$ cat src/rtl/mem_rd_delay_line.sv
// mem_rd_delay_line: DEPTH-deep valid/address shift register with synchronous clear
module mem_rd_delay_line #(
  parameter int ADDR_W = 15,
  parameter int DEPTH = 1
) (
  input  logic              clock,
  input  logic              clear,
  input  logic              inValid,
  input  logic [ADDR_W-1:0] inAddr,
  output logic              outValid,
  output logic [ADDR_W-1:0] outAddr,
  output logic              anyValid
);
  logic [DEPTH-1:0] validQ;
  logic [ADDR_W-1:0] addrQ [DEPTH];
  always_ff @(posedge clock) begin
    validQ[0] <= clear ? 1'b0 : inValid;
    addrQ[0] <= inAddr;
    for (int i = 1; i < DEPTH; i++) begin
      validQ[i] <= clear ? 1'b0 : validQ[i-1];
      addrQ[i] <= addrQ[i-1];
    end
  end
  assign outValid = validQ[DEPTH-1];
  assign outAddr = addrQ[DEPTH-1];
  assign anyValid = |validQ;
endmodule

$ cat config.mk
export PLATFORM = sky130hd
export DESIGN_NAME = mem_rd_delay_line
export DESIGN_NICKNAME = d
export VERILOG_FILES = /design/src/rtl/mem_rd_delay_line.sv
export SDC_FILE = /design/constraint.sdc
export NUM_CORES = 1
export LEC_CHECK = 0
export BUFFER_PORTS_ARGS = -buffer_cell sky130_fd_sc_hd__buf_2
export CORE_AREA = 4 4 41 43
export CTS_CLUSTER_SIZE = 20
export DETAILED_ROUTE_END_ITERATION = 7
export DIE_AREA = 0 0 45 47
export GPL_ROUTABILITY_DRIVEN = 0
export HOLD_SLACK_MARGIN = 0.02
export PLACE_DENSITY = 0.72
export RECOVER_POWER = 50
export REMOVE_ABC_BUFFERS = 1
export SLEW_MARGIN = 10
export SYNTH_ARGS = -nofsm -noshare
export SYNTH_HDL_FRONTEND = slang
export SYNTH_SLANG_ARGS = --single-unit
export TNS_END_PERCENT = 30
$ cat constraint.sdc
create_clock -name clock -period 1.4 [get_ports clock]
set_clock_uncertainty 0.15 [all_clocks]
set_input_delay 0 -clock clock [delete_from_list [all_inputs] [get_ports clock]]
set_output_delay 0 -clock clock [all_outputs]
set_load 0.05 [all_outputs]
Word level (Yosys, flattened, before mapping) --
Memories as Yosys holds them, arrays and structs flattened. Index checks and enable logic that the tools add are counted. W data, S select, Z words.
Storage, ports and cells: output and inout bits 17, RAM bits 15, memories 1, register bits after elaboration 1, logic and storage cells 2
Memories:
- addrQ | words 1, width 15, read ports 1, clocked after Yosys merged registers in 0, write ports 1, RTL line 15 | logic [ADDR_W-1:0] addrQ [DEPTH];

Longest topological paths before layout --
Gate-level depths: netlist of run 1.
depth after elaboration 0, gate-level depth with buffers 1, gate-level depth less buffers 1

Worst setup path before layout of run 1 --
OpenSTA, ideal clock, no wires.
path type reg2out, from reg validQ, in the netlist anyValid, to out outValid, data arrival time 0.894 ns, setup slack 0.356 ns, cell stages (with the launch flop) 2, data required time 1.250 ns, cell sequence dfxtp_1 -> buf_4
RTL lines:
- start, declared | RTL line 14 | logic [DEPTH-1:0] validQ;
- start signal, assigned by index | RTL line 20 | validQ[i] <= clear ? 1'b0 : validQ[i-1];
- end, declared | RTL line 10 | output logic outValid,
No word-level cell between the ends.

==> summary.txt, run 1 <==
outcome: finished, final reports clean
Worst setup SP type: flop
RSZ-0062 raised after global routing: no
CP Data Required Time: 1250 ps
leakage: 0.000365 uW
Avg Inst Size Synth: 19.0 um^2
drt drc: 0
worst-margin pin slew: 594 ps
final wirelength: 922 um
delay-heaviest family, CP: buffers and inverters
Hold Path Depth: 2
Slowest Stage Delay on Critical Path: 460 ps
CTS Buf Count: 3
routed len/inst: 10.6 um
ANT nets after route: 0
crit path from: addrQ[0][9]
crit path cell chain: clkbuf_1
final setup fails: 0
Sequential cell area: 320 um^2
cell count along the critical path: 1
Yosys warnings: 0
largest net degree at the start of global routing: 10
TNS Setup: 0 ps
Final Hold Fails: 0
GRT overflow: 0
first-pass GRT wire length: 1420 um
n_diodes: 0
Max VDD drop: 0.670 mV
die height: 47 um
pwr dens: 1310 mW/mm^2
htree depth: 1
initial antenna violation count: 0
Final Cell Area: 727 um^2
CP bufs+invs: 1
sink count of the clock tree: 16
Synth Cell Area: 342 um^2
critical path fanouts, max: 1
HP Class: input pin to flop
# rows: 13
Netlist cell types: 3
Seq cells post-synth: 16
commonest non-fill, non-tap cell in the layout: buf_2
layout cells sized above 1: 51.4%
max-cap check violation count: 0
post-CTS setup buffer count: 0
synthesis-to-finish area growth: 113%
most frequent cells in the layout: 32 x buf_2, 17 x dlygate4sd3_1, 16 x dfxtp_1
Slew headroom: 60.6%
Filler cells: 120
min Tclk post-route: 1200 ps
Setup Crit Path Kind: flop to output pin
DIE AREA: 0.00212 mm^2
Core ar.: 0.00130 mm^2
fin nets: 91
Iteration-0 DRC Markers: 0
CP Capture Type: output pin
Max Clock Freq: 834 MHz
Final period util: 85.6%
Worst-path clk slew: 90 ps
crit path to: outAddr[9]
Tot GR Track Use: 9.63%
port bufs: 34
CTS tree: yes
Slew Viols, Final: 0
post-synthesis sequential area ratio: 93.8%
Pre-Repair DR Iteration Count: 1
I/O pin count: 35
clk root buf: clkbuf_4
DR vias/cell: 3.60
vias in the first global route: 354
post-synthesis cell count: 18
Worst EP arrival: 1050 ps
CTS max path bufs: 2
DR vias: 313
starting density of the core: 26.3%
Crit-path slowest cell: clkbuf_1
Area after DPL: 523 um^2
die width: 45 um
area of the multi-input gates: 13.8 um^2
## synth_stat cells (all sizes together)
library cell,count,area (um^2)
buf,1,7.51
dfxtp,16,320
nor2b,1,13.8
## state kept, by name, indices dropped and copies added, names as in the netlist
name,count
anyValid,1
addrQ,15
## cell families after synthesis
group	count (synthesis)	share of synthesized area (%)
flops	16	93.8
simple gates	1	4.03
buf+inv	1	2.20
## layer usage
layer	wire, um	global-route usage, %	vias to the layer above
met5	0	0	-
met4	0	5.26	0
met3	64	2.68	0
met2	522	17.2	11
met1	336	10.2	141
li1	-	-	161
## power by group
part	leakage (uW)	internal [uW]	switching, uW
clock	0.0000210	158	132
combinational	0.000210	65.7	114
sequential	0.000135	479	5.03
total	0.000365	703	251
## worst min-delay path by stage
stage,startpoint,endpoint
5_1_grt,inAddr[12],addrQ[0][12]
3_5_place_dp,inAddr[4],addrQ[0][4]
6_report,inAddr[12],addrQ[0][12]
3_3_place_gp,inAddr[3],addrQ[0][3]
2_1_floorplan,inAddr[0],addrQ[0][0]
4_1_cts,inAddr[12],addrQ[0][12]
## area by class of cell
| cell class | count | share of cell area [%] |
|---|---|---|
| repair buffers | 51 | 46.5 |
| flip-flops and latches | 16 | 44.1 |
| clock buffers | 4 | 4.99 |
| well taps | 15 | 2.58 |
| multi-input cells | 1 | 1.89 |
## what timing repair did
item | in CTS | in global routing
endpoints found under the hold margin | 16 | 0
gates resized for setup | 0 | 0
hold buffers | 17 | 0
## per-stage QoR
stage / instances / worst slack (ps) / utilization, % / hold slack [ps] / total power, uW
4_1_cts: 87 / 197 / 56.1 / 198 / 962
6_report: 87 / 201 / 55.9 / 204 / 954
3_5_place_dp: 66 / 699 / 40.2 / -45.9 / 640
3_3_place_gp: 66 / 701 / 40.2 / -47.0 / 638
5_1_grt: 87 / 147 / 55.9 / 207 / 985
2_1_floorplan: 17 / 341 / - / -122 / 592
No activity file was read; power rests on OpenSTA's default activity.
==> run 2, diff against run 1 <==
==> constraint.sdc (replaced) <==
create_clock -name clock -period 1.4 [get_ports clock]
set_clock_uncertainty 0.15 [all_clocks]
set_input_delay 0 -clock clock [delete_from_list [all_inputs] [get_ports clock]]
set_output_delay 0 -clock clock [all_outputs]
set_load 0.1 [all_outputs]
==> run 2 against run 1 <==
- worst setup slack got worse by 35 ps
- non-clock buffer count stayed put
- sequential power about the same
- sequential cell count is the same
- cell count did not move
- critical endpoint is now anyValid
==> summary.txt, run 2 (synthesis results as in run 1) <==
Worst-path clk slew: 90 ps
commonest non-fill, non-tap cell in the layout: buf_2
most frequent cells in the layout: 33 x buf_2, 17 x dlygate4sd3_1, 16 x dfxtp_1
post-cts repair resize count: 0
Final Cell Area: 729 um^2
n_diodes: 0
Switch Pwr: 346 uW
post-route insts no fill: 87
Final period util: 88.1%
crit path from: clear
RSZ-0062 raised after global routing: no
crit path to: anyValid
htree depth: 1
Clk pwr share: 27.2%
clk root buf: clkbuf_4
CTS Buf Count: 3
port bufs: 34
Slew Viols, Final: 0
Tot GR Track Use: 9.87%
starting density of the core: 26.3%
max-cap check violation count: 0
Sw Ratio: 33.0%
critical path fanouts, max: 1
Iteration-0 DRC Markers: 1
min Tclk post-route: 1230 ps
hold path start: inAddr[3]
CP Capture Type: flop
# rows: 13
Area after DPL: 523 um^2
outcome: finished, final reports clean
Worst setup SP type: input pin
Reg power frac: 46.2%
vias in the first global route: 308
Pre-Repair DR Iteration Count: 2
Final Worst Setup Slack: 167 ps
Reg with most FFs: addrQ
die width: 45 um
synthesis-to-finish area growth: 114%
cts hold-fix bufs: 17
first-pass GRT wire length: 1410 um
final wirelength: 950 um
pwr dens: 1440 mW/mm^2
I/O pin count: 35
DR vias: 305
sink count of the clock tree: 16
GRT overflow: 0
drt drc: 0
max reg flops: 15
Slew headroom: 64.0%
initial antenna violation count: 0
largest net degree at the start of global routing: 10
pre-CTS setup slack: 537 ps
Setup Crit Path Kind: input pin to flop
Worst EP arrival: 1310 ps
layout cells sized above 1: 54.2%
CTS tree: yes
Core ar.: 0.00130 mm^2
DIE AREA: 0.00212 mm^2
CTS max path bufs: 2
Final Hold Fails: 0
DR vias/cell: 3.51
ANT nets after route: 0
post-CTS setup buffer count: 0
final setup fails: 0
leakage: 0.000371 uW
fin nets: 91
Combinational Power Share: 26.6%
HP Class: input pin to flop
CP Data Required Time: 1470 ps
routed len/inst: 10.9 um
die height: 47 um
Max VDD drop: 0.625 mV
placed cells: 66
Pint: 703 uW
Max Clock Freq: 811 MHz
worst-margin pin slew: 542 ps
[run 2: per-stage QoR]
stage	TNS, ps	power (uW)	utilization (%)	hold WS (ps)
finish	0	1050	56.1	206
global placement	0	736	40.2	-46.9
detailed placement	0	737	40.2	-46.4
CTS	0	1060	56.1	197
global route	0	1090	56.1	193
floorplan	-606	689	-	-122
[run 2: layout make-up]
type	count	area [um^2]
Fill cell	123	572
Tap cell	15	18.8
Sequential cell	16	320
Timing Repair Buffer	51	340
Multi-Input combinational cell	1	13.8
Clock buffer	4	36.3
[run 2: how the worst min path moves through the flow]
stage,cells after the start,end
2_1_floorplan,0,addrQ[0][0]
3_3_place_gp,1,addrQ[0][3]
3_5_place_dp,1,addrQ[0][0]
4_1_cts,2,addrQ[0][2]
5_1_grt,2,addrQ[0][14]
6_report,2,addrQ[0][3]
[run 2: per-layer routing]
layer  wire [um]  GRT usage [%]  part of all wire [%]  up-vias
li1            -              -                     -      161
met1         308           10.2                    32      133
met2         573           17.8                    60       11
met3          68           3.07                   7.2        0
met4           0           5.26                     0        0
met5           0              0                     0        -
[run 2: critical path: stages]
cell and delay [ps]:
dlygate4sd3_1 530, buf_2 140, nor2b_4 100, dlygate4sd3_1 540
[run 2: power groups by stage]
stage | clock [uW] | combinational, uW | sequential, uW
after floorplan | 0 | 2.53 | 687
after global placement | 0 | 242 | 494
after detailed placement | 0 | 242 | 495
after CTS | 297 | 279 | 484
after global routing | 318 | 288 | 487
final | 286 | 279 | 484
==> run 3, diff against run 2 <==
--- a/config.mk
+++ b/config.mk
@@ -5,11 +5,12 @@
 export SDC_FILE = /design/constraint.sdc
 export NUM_CORES = 1
 export LEC_CHECK = 0
+export ABC_AREA = 1
 export BUFFER_PORTS_ARGS = -buffer_cell sky130_fd_sc_hd__buf_2
-export CORE_AREA = 4 4 41 43
+export CORE_AREA = 5 5 42 44
 export CTS_CLUSTER_SIZE = 20
 export DETAILED_ROUTE_END_ITERATION = 7
-export DIE_AREA = 0 0 45 47
+export DIE_AREA = 0 0 47 49
 export GPL_ROUTABILITY_DRIVEN = 0
 export HOLD_SLACK_MARGIN = 0.02
 export PLACE_DENSITY = 0.72
==> run 3 against run 2 <==
- sequential power about the same
- utilization decreased by 4.2 points
- maximum frequency increased by 3.3%
- combinational power about the same
- via count increased by 4.3%
- synthesized cell count increased by 5.6%
- die area increased by 8.9%
- area after synthesis decreased by 1.1%
==> summary.txt, run 3 <==
outcome: finished, final reports clean
max reg flops: 15
ys async rst share: 0%
post-route insts no fill: 89
CTS tree: yes
Sequential cell area: 320 um^2
n_diodes: 0
Slew Viols, Final: 0
Pre-Repair DR Iteration Count: 2
drt drc: 0
Netlist cell types: 4
Slew headroom: 64.3%
I/O pin count: 35
leakage: 0.000371 uW
Seq cells post-synth: 16
GRT overflow: 0
synthesis-to-finish area growth: 115%
port bufs: 34
layout cells sized above 1: 53.4%
Yosys warnings: 0
Final Hold Fails: 0
top post-synthesis cells by area: dfxtp_1 95%, buf_4 2.2%, nor2_2 1.9%, inv_1 1.1%
most frequent cells in the layout: 33 x buf_2, 17 x dlygate4sd3_1, 16 x dfxtp_1
die height: 49 um
area share of the largest cell type after synthesis: 94.8%
min Tclk post-route: 1190 ps
Tot GR Track Use: 9.14%
starting density of the core: 24.1%
Avg Inst Size Synth: 17.8 um^2
CP Capture Type: flop
hold path start: inAddr[12]
worst-margin pin slew: 538 ps
post-synthesis cell count: 19
cell taking the most area after synthesis: dfxtp_1
Worst-path clk slew: 80 ps
vias in the first global route: 344
sink count of the clock tree: 16
max-cap check violation count: 0
count leader, synth: dfxtp_1
Iteration-0 DRC Markers: 2
pwr dens: 1440 mW/mm^2
Reg with most FFs: addrQ
clk root buf: clkbuf_4
# rows: 14
Worst setup SP type: input pin
DIE AREA: 0.00230 mm^2
Hold Path Depth: 2
Worst EP arrival: 1270 ps
DR vias/cell: 3.57
final wirelength: 883 um
TNS Setup: 0 ps
placed cells: 68
WHS Endpoint: addrQ[0][12]
critical path fanouts, max: 1
Synth Cell Area: 338 um^2
DR vias: 318
Core ar.: 0.00140 mm^2
htree depth: 1
first-pass GRT wire length: 1460 um
RSZ-0062 raised after global routing: no
commonest non-fill, non-tap cell in the layout: buf_2
HP Class: input pin to flop
post-CTS setup buffer count: 0
EDFF count, synth: 0
Max Clock Freq: 837 MHz
fin nets: 92
CTS max path bufs: 2
largest net degree at the start of global routing: 10
Final Worst Setup Slack: 205 ps
die width: 47 um
routed len/inst: 9.92 um
commonest register cell after synthesis: dfxtp_1
area of the multi-input gates: 6.26 um^2
Filler cells: 146
Commonest cells post-synth: 16 x dfxtp_1, 1 x buf_4, 1 x inv_1, 1 x nor2_2
initial antenna violation count: 0
CP Data Required Time: 1470 ps
final setup fails: 0
CTS Buf Count: 3
ANT nets after route: 0
Final period util: 85.3%
Max VDD drop: 0.683 mV
post-synthesis sequential area ratio: 94.8%
pre-CTS setup slack: 531 ps
Setup Crit Path Kind: input pin to flop
run 3: cell count changes after synthesis:
cell	previous run	this run
inv_1	0	1
nor2_2	0	1
nor2b_4	1	0
run 3: metrics by stage:
step | instance area (um^2) | hold slack (ps) | util [%] | total power (uW)
global route | 727 | 195 | 51.9 | 1100
global placement | 520 | -47.9 | 37.1 | 734
finish | 727 | 202 | 51.9 | 1050
detailed placement | 520 | -46.4 | 37.1 | 736
CTS | 727 | 187 | 51.9 | 1070
floorplan | 330 | -122 | - | 688
run 3: worst max-delay path by stage:
| stage | from | end | slack (ps) | depth (start not counted) |
|---|---|---|---|---|
| CTS | addrQ[0][8] | outAddr[8] | 210 | 1 |
| detailed placement | addrQ[0][9] | outAddr[9] | 530 | 1 |
| floorplan | anyValid | anyValid | -300 | 0 |
| global placement | anyValid | anyValid | 540 | 1 |
| global route | anyValid | outValid | 160 | 1 |
| finish | clear | anyValid | 210 | 4 |
run 3: where the power goes:
group	switching (uW)	internal, uW	leakage [uW]
combinational	212	64.5	0.000215
clock	128	158	0.0000210
sequential	5.07	479	0.000135
run 3: kinds of logic (layout without fill, tap and decap cells):
kind of cell	after synthesis	after routing	share of synthesized area, %
buffers and inverters	2	56	3.33
DFF	16	16	94.8
and+or+nand+nor	1	1	1.85
run 3: routing by layer:
metal	up-vias	GRT usage [%]	wire [um]	part of all wire (%)
met1	135	9.17	270	31
li1	163	-	-	-
met4	0	5.53	6	0.68
met3	2	2.95	118	13
met5	-	0	0	0
met2	18	15.4	487	55
run 3: repair_timing:
item	CTS	global route
hold buffers	17	0
endpoints found under the hold margin	16	0
gates resized for setup	0	0
run 3: cell type report:
cell class                      instances  area share [%]
Clock buffer                            4            4.99
Inverter                                1           0.516
Sequential cell                        16            44.1
Tap cell                               16            2.75
Multi-Input combinational cell          1           0.861
Timing Repair Buffer                   51            46.8
run 3: worst max-delay path: stages:
cell and delay [ps]:
dlygate4sd3_1 520, buf_2 120, nor2_2 80, dlygate4sd3_1 540
